**config.mk**
```make
export PLATFORM = sky130hd
export DESIGN_NAME = result_reader
export DESIGN_NICKNAME = d
export VERILOG_FILES = /design/src/rtl/result_reader.sv
export SDC_FILE = /design/constraint.sdc
export NUM_CORES = 1
export LEC_CHECK = 0
export ABC_AREA = 1
export CORE_UTILIZATION = 40
export CTS_CLUSTER_DIAMETER = 100
export DETAILED_ROUTE_END_ITERATION = 8
export PLACE_DENSITY = 0.61
export RECOVER_POWER = 100
export SETUP_SLACK_MARGIN = 0.15
export SLEW_MARGIN = 40
export SYNTH_ARGS = -nofsm -noshare
export SYNTH_HDL_FRONTEND = slang
export SYNTH_SLANG_ARGS = --single-unit
```
**constraint.sdc**
```tcl
create_clock -name clk -period 2.08 [get_ports clk]
set_input_delay 0.208 -clock clk [delete_from_list [all_inputs] [get_ports clk]]
set_output_delay 0.208 -clock clk [all_outputs]
set_load 0.01 [all_outputs]
```
**src/rtl/result_reader.sv**
```systemverilog
// Drains COUNT consecutive result words from the result memory, starting at BASE_ADDR, onto a
// valid/ready stream. A small prefetch FIFO with a credit-limited read issuer absorbs backpressure.
module result_reader #(
  parameter int DATA_WIDTH   = 32,
  parameter int ADDR_WIDTH   = 5,
  parameter int MEM_SIZE     = 32,
  parameter int RESULT_WIDTH = 16,
  parameter int FIFO_DEPTH   = 4
) (
  input  logic                    clk,
  input  logic                    rst,
  input  logic                    start,
  input  logic [ADDR_WIDTH-1:0]   base_addr,
  input  logic [ADDR_WIDTH:0]     count,
  output logic                    busy,
  output logic                    done,
  output logic                    mem_read_en,
  output logic [ADDR_WIDTH-1:0]   mem_read_address,
  input  logic [DATA_WIDTH-1:0]   mem_data_in,
  output logic                    out_valid,
  input  logic                    out_ready,
  output logic [RESULT_WIDTH-1:0] out_data,
  output logic                    out_last
);

  localparam int PTR_W = $clog2(FIFO_DEPTH);
  localparam int OCC_W = PTR_W + 1;
  localparam int CNT_W = ADDR_WIDTH + 1;
  localparam logic [OCC_W-1:0]      DEPTH_C   = OCC_W'(FIFO_DEPTH);
  localparam logic [OCC_W-1:0]      OCC_ONE   = OCC_W'(1);
  localparam logic [PTR_W-1:0]      PTR_ONE   = PTR_W'(1);
  localparam logic [CNT_W-1:0]      CNT_ONE   = CNT_W'(1);
  localparam logic [ADDR_WIDTH-1:0] ADDR_ONE  = ADDR_WIDTH'(1);
  localparam logic [ADDR_WIDTH-1:0] LAST_ADDR = ADDR_WIDTH'(MEM_SIZE - 1);

  typedef enum logic [1:0] {IDLE, READ, DRAIN} state_e;

  state_e                  state_q, state_d;
  logic [ADDR_WIDTH-1:0]   addr_q, addr_d;
  logic [CNT_W-1:0]        count_q, count_d;
  logic [CNT_W-1:0]        issued_q, issued_d;
  logic [CNT_W-1:0]        elem_q, elem_d;
  logic                    done_q, done_d;
  logic                    pend_q, pend_d;
  logic [PTR_W-1:0]        wr_ptr_q, wr_ptr_d;
  logic [PTR_W-1:0]        rd_ptr_q, rd_ptr_d;
  logic [OCC_W-1:0]        occ_q, occ_d;
  logic [RESULT_WIDTH-1:0] fifo_mem [FIFO_DEPTH];
  logic                    push, pop, fire;
  logic                    unused_hi_bits;

  // A read may only be issued if its return is guaranteed a FIFO slot.
  assign out_valid        = (occ_q != '0);
  assign fire             = out_valid && out_ready;
  assign out_last         = out_valid && (elem_q == count_q - CNT_ONE);
  assign out_data         = out_valid ? fifo_mem[rd_ptr_q] : '0;
  assign mem_read_address = addr_q;
  assign busy             = (state_q != IDLE);
  assign done             = done_q;
  assign push             = pend_q;
  assign pop              = fire;
  assign unused_hi_bits   = ^mem_data_in[DATA_WIDTH-1:RESULT_WIDTH];

  // NOTE: every signal gets a default before the case so no path leaves it unassigned (no latches).
  always_comb begin
    state_d     = state_q;
    addr_d      = addr_q;
    count_d     = count_q;
    issued_d    = issued_q;
    elem_d      = elem_q;
    done_d      = 1'b0;
    mem_read_en = 1'b0;
    unique case (state_q)
      IDLE: begin
        if (start) begin
          addr_d   = base_addr;
          count_d  = count;
          issued_d = '0;
          elem_d   = '0;
          if (count == '0) done_d  = 1'b1;
          else             state_d = READ;
        end
      end
      READ: begin
        if ((occ_q + OCC_W'(pend_q)) < DEPTH_C) begin
          mem_read_en = 1'b1;
          addr_d      = (addr_q == LAST_ADDR) ? '0 : addr_q + ADDR_ONE;
          issued_d    = issued_q + CNT_ONE;
          if (issued_d == count_q) state_d = DRAIN;
        end
      end
      DRAIN: begin
        if (fire && out_last) begin
          state_d = IDLE;
          done_d  = 1'b1;
        end
      end
      default: state_d = IDLE;
    endcase
    if (fire) elem_d = elem_q + CNT_ONE;
  end

  always_comb begin
    pend_d   = mem_read_en;
    wr_ptr_d = push ? wr_ptr_q + PTR_ONE : wr_ptr_q;
    rd_ptr_d = pop  ? rd_ptr_q + PTR_ONE : rd_ptr_q;
    occ_d    = occ_q;
    if (push && !pop)      occ_d = occ_q + OCC_ONE;
    else if (!push && pop) occ_d = occ_q - OCC_ONE;
  end

  // NOTE: state registers use non-blocking assignments so all flops update from pre-edge values.
  always_ff @(posedge clk) begin
    if (rst) begin
      state_q  <= IDLE;
      addr_q   <= '0;
      count_q  <= '0;
      issued_q <= '0;
      elem_q   <= '0;
      done_q   <= 1'b0;
      pend_q   <= 1'b0;
      wr_ptr_q <= '0;
      rd_ptr_q <= '0;
      occ_q    <= '0;
    end else begin
      state_q  <= state_d;
      addr_q   <= addr_d;
      count_q  <= count_d;
      issued_q <= issued_d;
      elem_q   <= elem_d;
      done_q   <= done_d;
      pend_q   <= pend_d;
      wr_ptr_q <= wr_ptr_d;
      rd_ptr_q <= rd_ptr_d;
      occ_q    <= occ_d;
    end
  end

  // NOTE: FIFO storage is not reset; cleared pointers and the out_data gate make stale entries invisible.
  always_ff @(posedge clk) begin
    if (push) fifo_mem[wr_ptr_q] <= mem_data_in[RESULT_WIDTH-1:0];
  end

endmodule
```
# Word level (Yosys, flattened, before mapping)
# Memories as Yosys holds them, arrays and structs flattened. A register that Yosys moved wholly into a read port is not among the register bits.
# Cells that the tools add are included.
# totals
register_bits	34
latch_bits	0
ramBits	64
mem_bits_ro	0
in_bits	47
output_inout_bits	26
elab_cells	78
memories	1
# classes
add_sub_neg	9
mul	0
n_div	0
magnitude_cmp	1
n_eq_ne	10
shift	0
muxes	28
bitwise	0
reduce_logical	19
# memory_table
name	depth	width	rd	rd_clocked_by_memory_dff	write_ports	line_no	rtl
fifo_mem	4	16	1	1	1	48	logic [RESULT_WIDTH-1:0] fifo_mem [FIFO_DEPTH];
# op_table
cell	n
2-to-1 mux 6 bit	4
2-to-1 mux 16 bit	1
2-to-1 mux 5 bit	3
2-to-1 mux 2 bit	7
adder 6 x 1 -> 6 bit (second input constant)	2
== test 6 bit	2
case mux 6 bit (2 select lines)	1
inequality test 2 bit (second input constant)	5
case mux 5 bit (2 select lines)	1
nonzero test 2 bit	5
2-to-1 mux 1 bit	7
zero test 6 bit	1
2-to-1 mux 3 bit	2
case mux 2 bit (3 select lines)	1
subtractor 6 x 1 -> 6 bit (second input constant)	1
adder 5 x 1 -> 5 bit (second input constant)	1
== test 5 bit (second input constant)	1
logical AND 1 bit	5
AND reduction 5 bit	1
adder 2 x 1 -> 2 bit (second input constant)	2
AND reduction 2 bit	2
adder 3 x 1 -> 3 bit	1
adder 3 x 1 -> 3 bit (second input constant)	1
< comparator 3 bit (second input constant)	1
8 further kinds	9

# Longest topological paths before layout
# logic_depth
ltp_word	6
ltp_mapped	12
depth_no_buf	12

# Least setup slack after synthesis
# Ideal clock, no wire load.
# synth_timing
kind	register to register
start	register occ_q[1]
end	register occ_q[2]
setup_time_ns	0.122
arrival_time_ns	1.627
required_ns	1.958
setup_slack_ns	0.331
stages_incl_launch_ff	11
n_path_buf	0
period_less_slack_ns	1.749
path_cell_list	dfxtp_1 nor2_1 nand2_2 nand2_4 ha_1 inv_1 fa_1 a21oi_1 o21ai_0 o21ai_0 a21oi_1
# synth_via
elab_chain_cells	5
# synth_lines
element	line_no	rtl
start: declaration	47	logic [OCC_W-1:0] occ_q, occ_d;
start signal: assignment	124	occ_q <= '0;
start signal: assignment	135	occ_q <= occ_d;
nonzero test 3 bit *	53	assign out_valid = (occ_q != '0);
net out_valid	20	output logic out_valid,
logical AND 1 bit *	54	assign fire = out_valid && out_ready;
zero test 1 bit	108	if (push && !pop) occ_d = occ_q + OCC_ONE;
logical AND 1 bit	108	
2-to-1 mux 3 bit / nonzero test 2 bit (equally long branches)	n/a	
# Mark *: on every way through the listed nets, which the timed path passes. The rest lies on a longest branch. The select of a mux whose other input is x is not followed.
# A chain may end at the register's enable or synchronous reset.

# Worst setup path after layout
# layout_timing
start	register occ_q[1]
end	register occ_q[2]
# layout_via
elab_chain_cells	5
# layout_lines
element
parallel branches: the longest is 5 deep, another holds subtractor 3 x 1 -> 3 bit
# Several ways; the timed one is not identified. The select of a mux whose other input is x is not followed.

==> impl_metrics.json <==
{
  "grt_pass1_wl_mm": 15.8,
  "hold_path.class": "in2reg",
  "cp_max_fo": 5,
  "timing.hold.ws_ps": 440,
  "fin_ws_ps": 152,
  "drive_gt1_share_pct": 11.2,
  "drv_cap": 0,
  "setup_viol": 0,
  "coreArea_sq_um": 11000,
  "antenna_found_initial": 0,
  "tns_ps": 0,
  "rr_endpoint": "occ_q[2]$_SDFFE_PP0P_",
  "clk_latency_ps": 350,
  "yosysSeqAreaShare_pct": 57.4,
  "timing.slew.headroom_pct": 53.4,
  "synth_area_sq_um": 4610,
  "crit_type": "reg2reg",
  "synth_cells": 505,
  "slew_viol_final": 0,
  "crit_arrival_ps": 2170,
  "min_period_ps": 1930,
  "viasPerCell": 4.91,
  "hold_viol_final": 0,
  "wire_per_inst_um": 13.3,
  "num_io_pins": 73,
  "hold_buffers": 0,
  "die-width_um": 109,
  "drc": 0,
  "post-route-period-util_pct": 92.7,
  "htree_levels": 3,
  "irDropWorstVdd_uv": 531,
  "ant_nets": 0,
  "power.leakage_nw": 2.24,
  "fillCellCount": 1033,
  "grt_pass1_vias": 3485,
  "hold_depth": 3,
  "multiInputGateArea_sq_um": 1660,
  "cts_root_buf": "clkbuf_16",
  "cp-start-kind": "register",
  "fmax_mhz": 519,
  "firstDrtPassIters": 4,
  "cts_tree": "built",
  "num_rows": 38,
  "rr_worst_depth": 11,
  "synthDominantCellAreaShare_pct": 41.7,
  "holdPathEnd": "mem_read_address[4]$_SDFFE_PP0P_",
  "hold_start": "base_addr[4]",
  "initial_core_util_pct": 41.8,
  "die_h_um": 109,
  "routed_wl_mm": 9.59,
  "grt.total_usage_pct": 17.5,
  "post-place-ws_ps": 97.8,
  "syn-mean-instance-area_sq_um": 9.12,
  "numPortBuffers": 56,
  "die_area_sq_um": 12000,
  "regArea_sq_um": 2650,
  "synth.distinct_cells": 34,
  "r2r_setup_slack_ps": 150,
  "fin_nets": 634,
  "yosys.area.top_type": "edfxtp_1",
  "r2r_start": "occ_q[1]$_SDFFE_PP0P_",
  "drtIter0Drc": 118,
  "worst-endpoint-required_ps": 2320,
  "finClkSkew_ps": 6.15,
  "grt_start_max_net_pins": 20,
  "clkSlewWorstSetupHoldPaths_ps": 70,
  "via_count": 3539,
  "synth_nets": 563,
  "cts_sinks": 100,
  "dp_hpwl_mm": 6.76,
  "ys_ff_latch": 100,
  "yosysWarningCount": 0,
  "cts_inserted_buffers": 9,
  "worstSetupStartpoint": "occ_q[1]$_SDFFE_PP0P_",
  "diodes": 0,
  "grt_overflow": 0,
  "syn2layout_area_growth_pct": 23.5,
  "synthTopCellsByArea": "edfxtp_1, dfxtp_1, nor2_1",
  "place_congestion": 0.819,
  "outcome": "finished, final reports clean",
  "p_per_area_nw_per_um2": 1100,
  "final_core_util_pct": 51.6,
  "clockBufferDepth": 2,
  "rsz0062_at_grt": "true",
  "worstSetupEndpointType": "register",
  "worst_slew_pin_slew_ps": 699
}
==> cells in the mapped netlist <==
| master | number |
|---|---|
| a21oi_2 | 1 |
| buf_2 | 9 |
| nand2_2 | 6 |
| xnor2_1 | 1 |
| nor2_1 | 87 |
| edfxtp_1 | 64 |
| inv_2 | 13 |
| ha_1 | 10 |
| xor2_1 | 3 |
| a31oi_1 | 3 |
| nand4_1 | 7 |
| a211oi_2 | 1 |
| o21a_1 | 1 |
| nor2_2 | 4 |
| buf_4 | 1 |
| nand2_4 | 2 |
| nand2_1 | 66 |
| o31ai_1 | 1 |
| inv_4 | 1 |
| nand3_1 | 27 |
| nand3_2 | 1 |
| buf_6 | 2 |
| fa_1 | 1 |
| o21bai_1 | 1 |
| clkbuf_4 | 1 |
| o21ai_0 | 54 |
| a21oi_1 | 45 |
| a32oi_1 | 1 |
| dfxtp_1 | 36 |
| inv_1 | 38 |
| clkbuf_1 | 7 |
| nor2_4 | 2 |
| o21ai_1 | 6 |
| nor3_1 | 2 |
==> registers in the layout, indices dropped and copies added, names as in the netlist, named ones only <==
register / count
occ_q: 3
rd_ptr_q: 2
pend_q: 1
count_q: 6
state_q: 2
wr_ptr_q: 2
done: 1
mem_read_address: 5
elem_q: 6
fifo_mem: 64
issued_q: 6
==> kinds of logic (layout without fill, tap and decap cells) <==
logic type,count (synthesis),in the layout,synth area share (%)
AO/OA/AOI/OAI,114,114,13.0
XOR/XNOR,4,4,0.761
adder cells (fa/ha/maj),11,11,3.15
buffers and inverters,72,148,6.65
flip-flops,100,100,57.4
AND/OR/NAND/NOR,204,204,19.1
==> layout by cell type (no fill, tap or decap), types with 3 or more instances in the layout <==
master and n:
a21oi_1 45, a31oi_1 3, buf_4 13, clkbuf_1 11, clkbuf_16 9, clkdlybuf4s50_1 13, dfxtp_1 31, dfxtp_2 3
dlygate4sd2_1 13, dlygate4sd3_1 24, edfxtp_1 64, ha_1 9, inv_1 39, inv_2 11, inv_6 3, nand2_1 68
nand2_2 5, nand3_1 27, nand4_1 7, nor2_1 89, o21ai_0 58, xor2_1 3
==> how the worst max path moves through the flow <==
stage | end | cells after the start
finish | occ_q[2]$_SDFFE_PP0P_ | 11
global route | occ_q[2]$_SDFFE_PP0P_ | 11
CTS | occ_q[2]$_SDFFE_PP0P_ | 11
detailed placement | out_last | 10
global placement | out_last | 10
floorplan | occ_q[2]$_SDFFE_PP0P_ | 10
==> layer usage <==
layer,vias up,global-route usage (%),share of wire [%]
li1,1843,-,-
met3,14,2.79,3.4
met1,1621,20.4,44
met5,-,0,0
met2,61,31.8,50
met4,0,7.24,1.8
==> where the power goes <==
| part | leakage (nW) | switching, mW | internal, mW |
|---|---|---|---|
| Clock | 0.155 | 0.788 | 0.965 |
| Sequential | 0.877 | 0.148 | 2.29 |
| Combinational | 1.20 | 1.20 | 0.841 |
==> critical path: stages (launching register included) <==
cell and delay (ps):
dfxtp_1 360, nor2_1 120, nand2_2 80, buf_4 160, nand2_4 90, ha_1 140, inv_1 60, fa_1 380
a21oi_1 150, o21ai_1 90, o21ai_0 140, a21oi_1 50
==> through the flow <==
stage / area, sq um / cells / power [mW]
floorplan: 4610 / 505 / 3.69
global placement: 5430 / 704 / 4.75
detailed placement: 5430 / 704 / 4.79
CTS: 5760 / 721 / 6.42
global route: 5690 / 721 / 6.64
finish: 5690 / 721 / 6.24
==> timing repair <==
action / in CTS / in global routing
setup buffers: 1 / 0
pin swaps: 2 / 2
setup endpoints to repair: 20 / 11
gates resized for setup: 31 / 11
==> final cells by class <==
| cell class | count | area share, % |
|---|---|---|
| sequential | 100 | 46.6 |
| multi-input combinational | 333 | 29.1 |
| timing repair buffer | 80 | 12.2 |
| clock buffer | 9 | 3.96 |
| inverter | 52 | 3.52 |
| tap | 140 | 3.08 |
| clock inverter | 7 | 1.54 |
No activity file was read; power rests on OpenSTA's default activity.
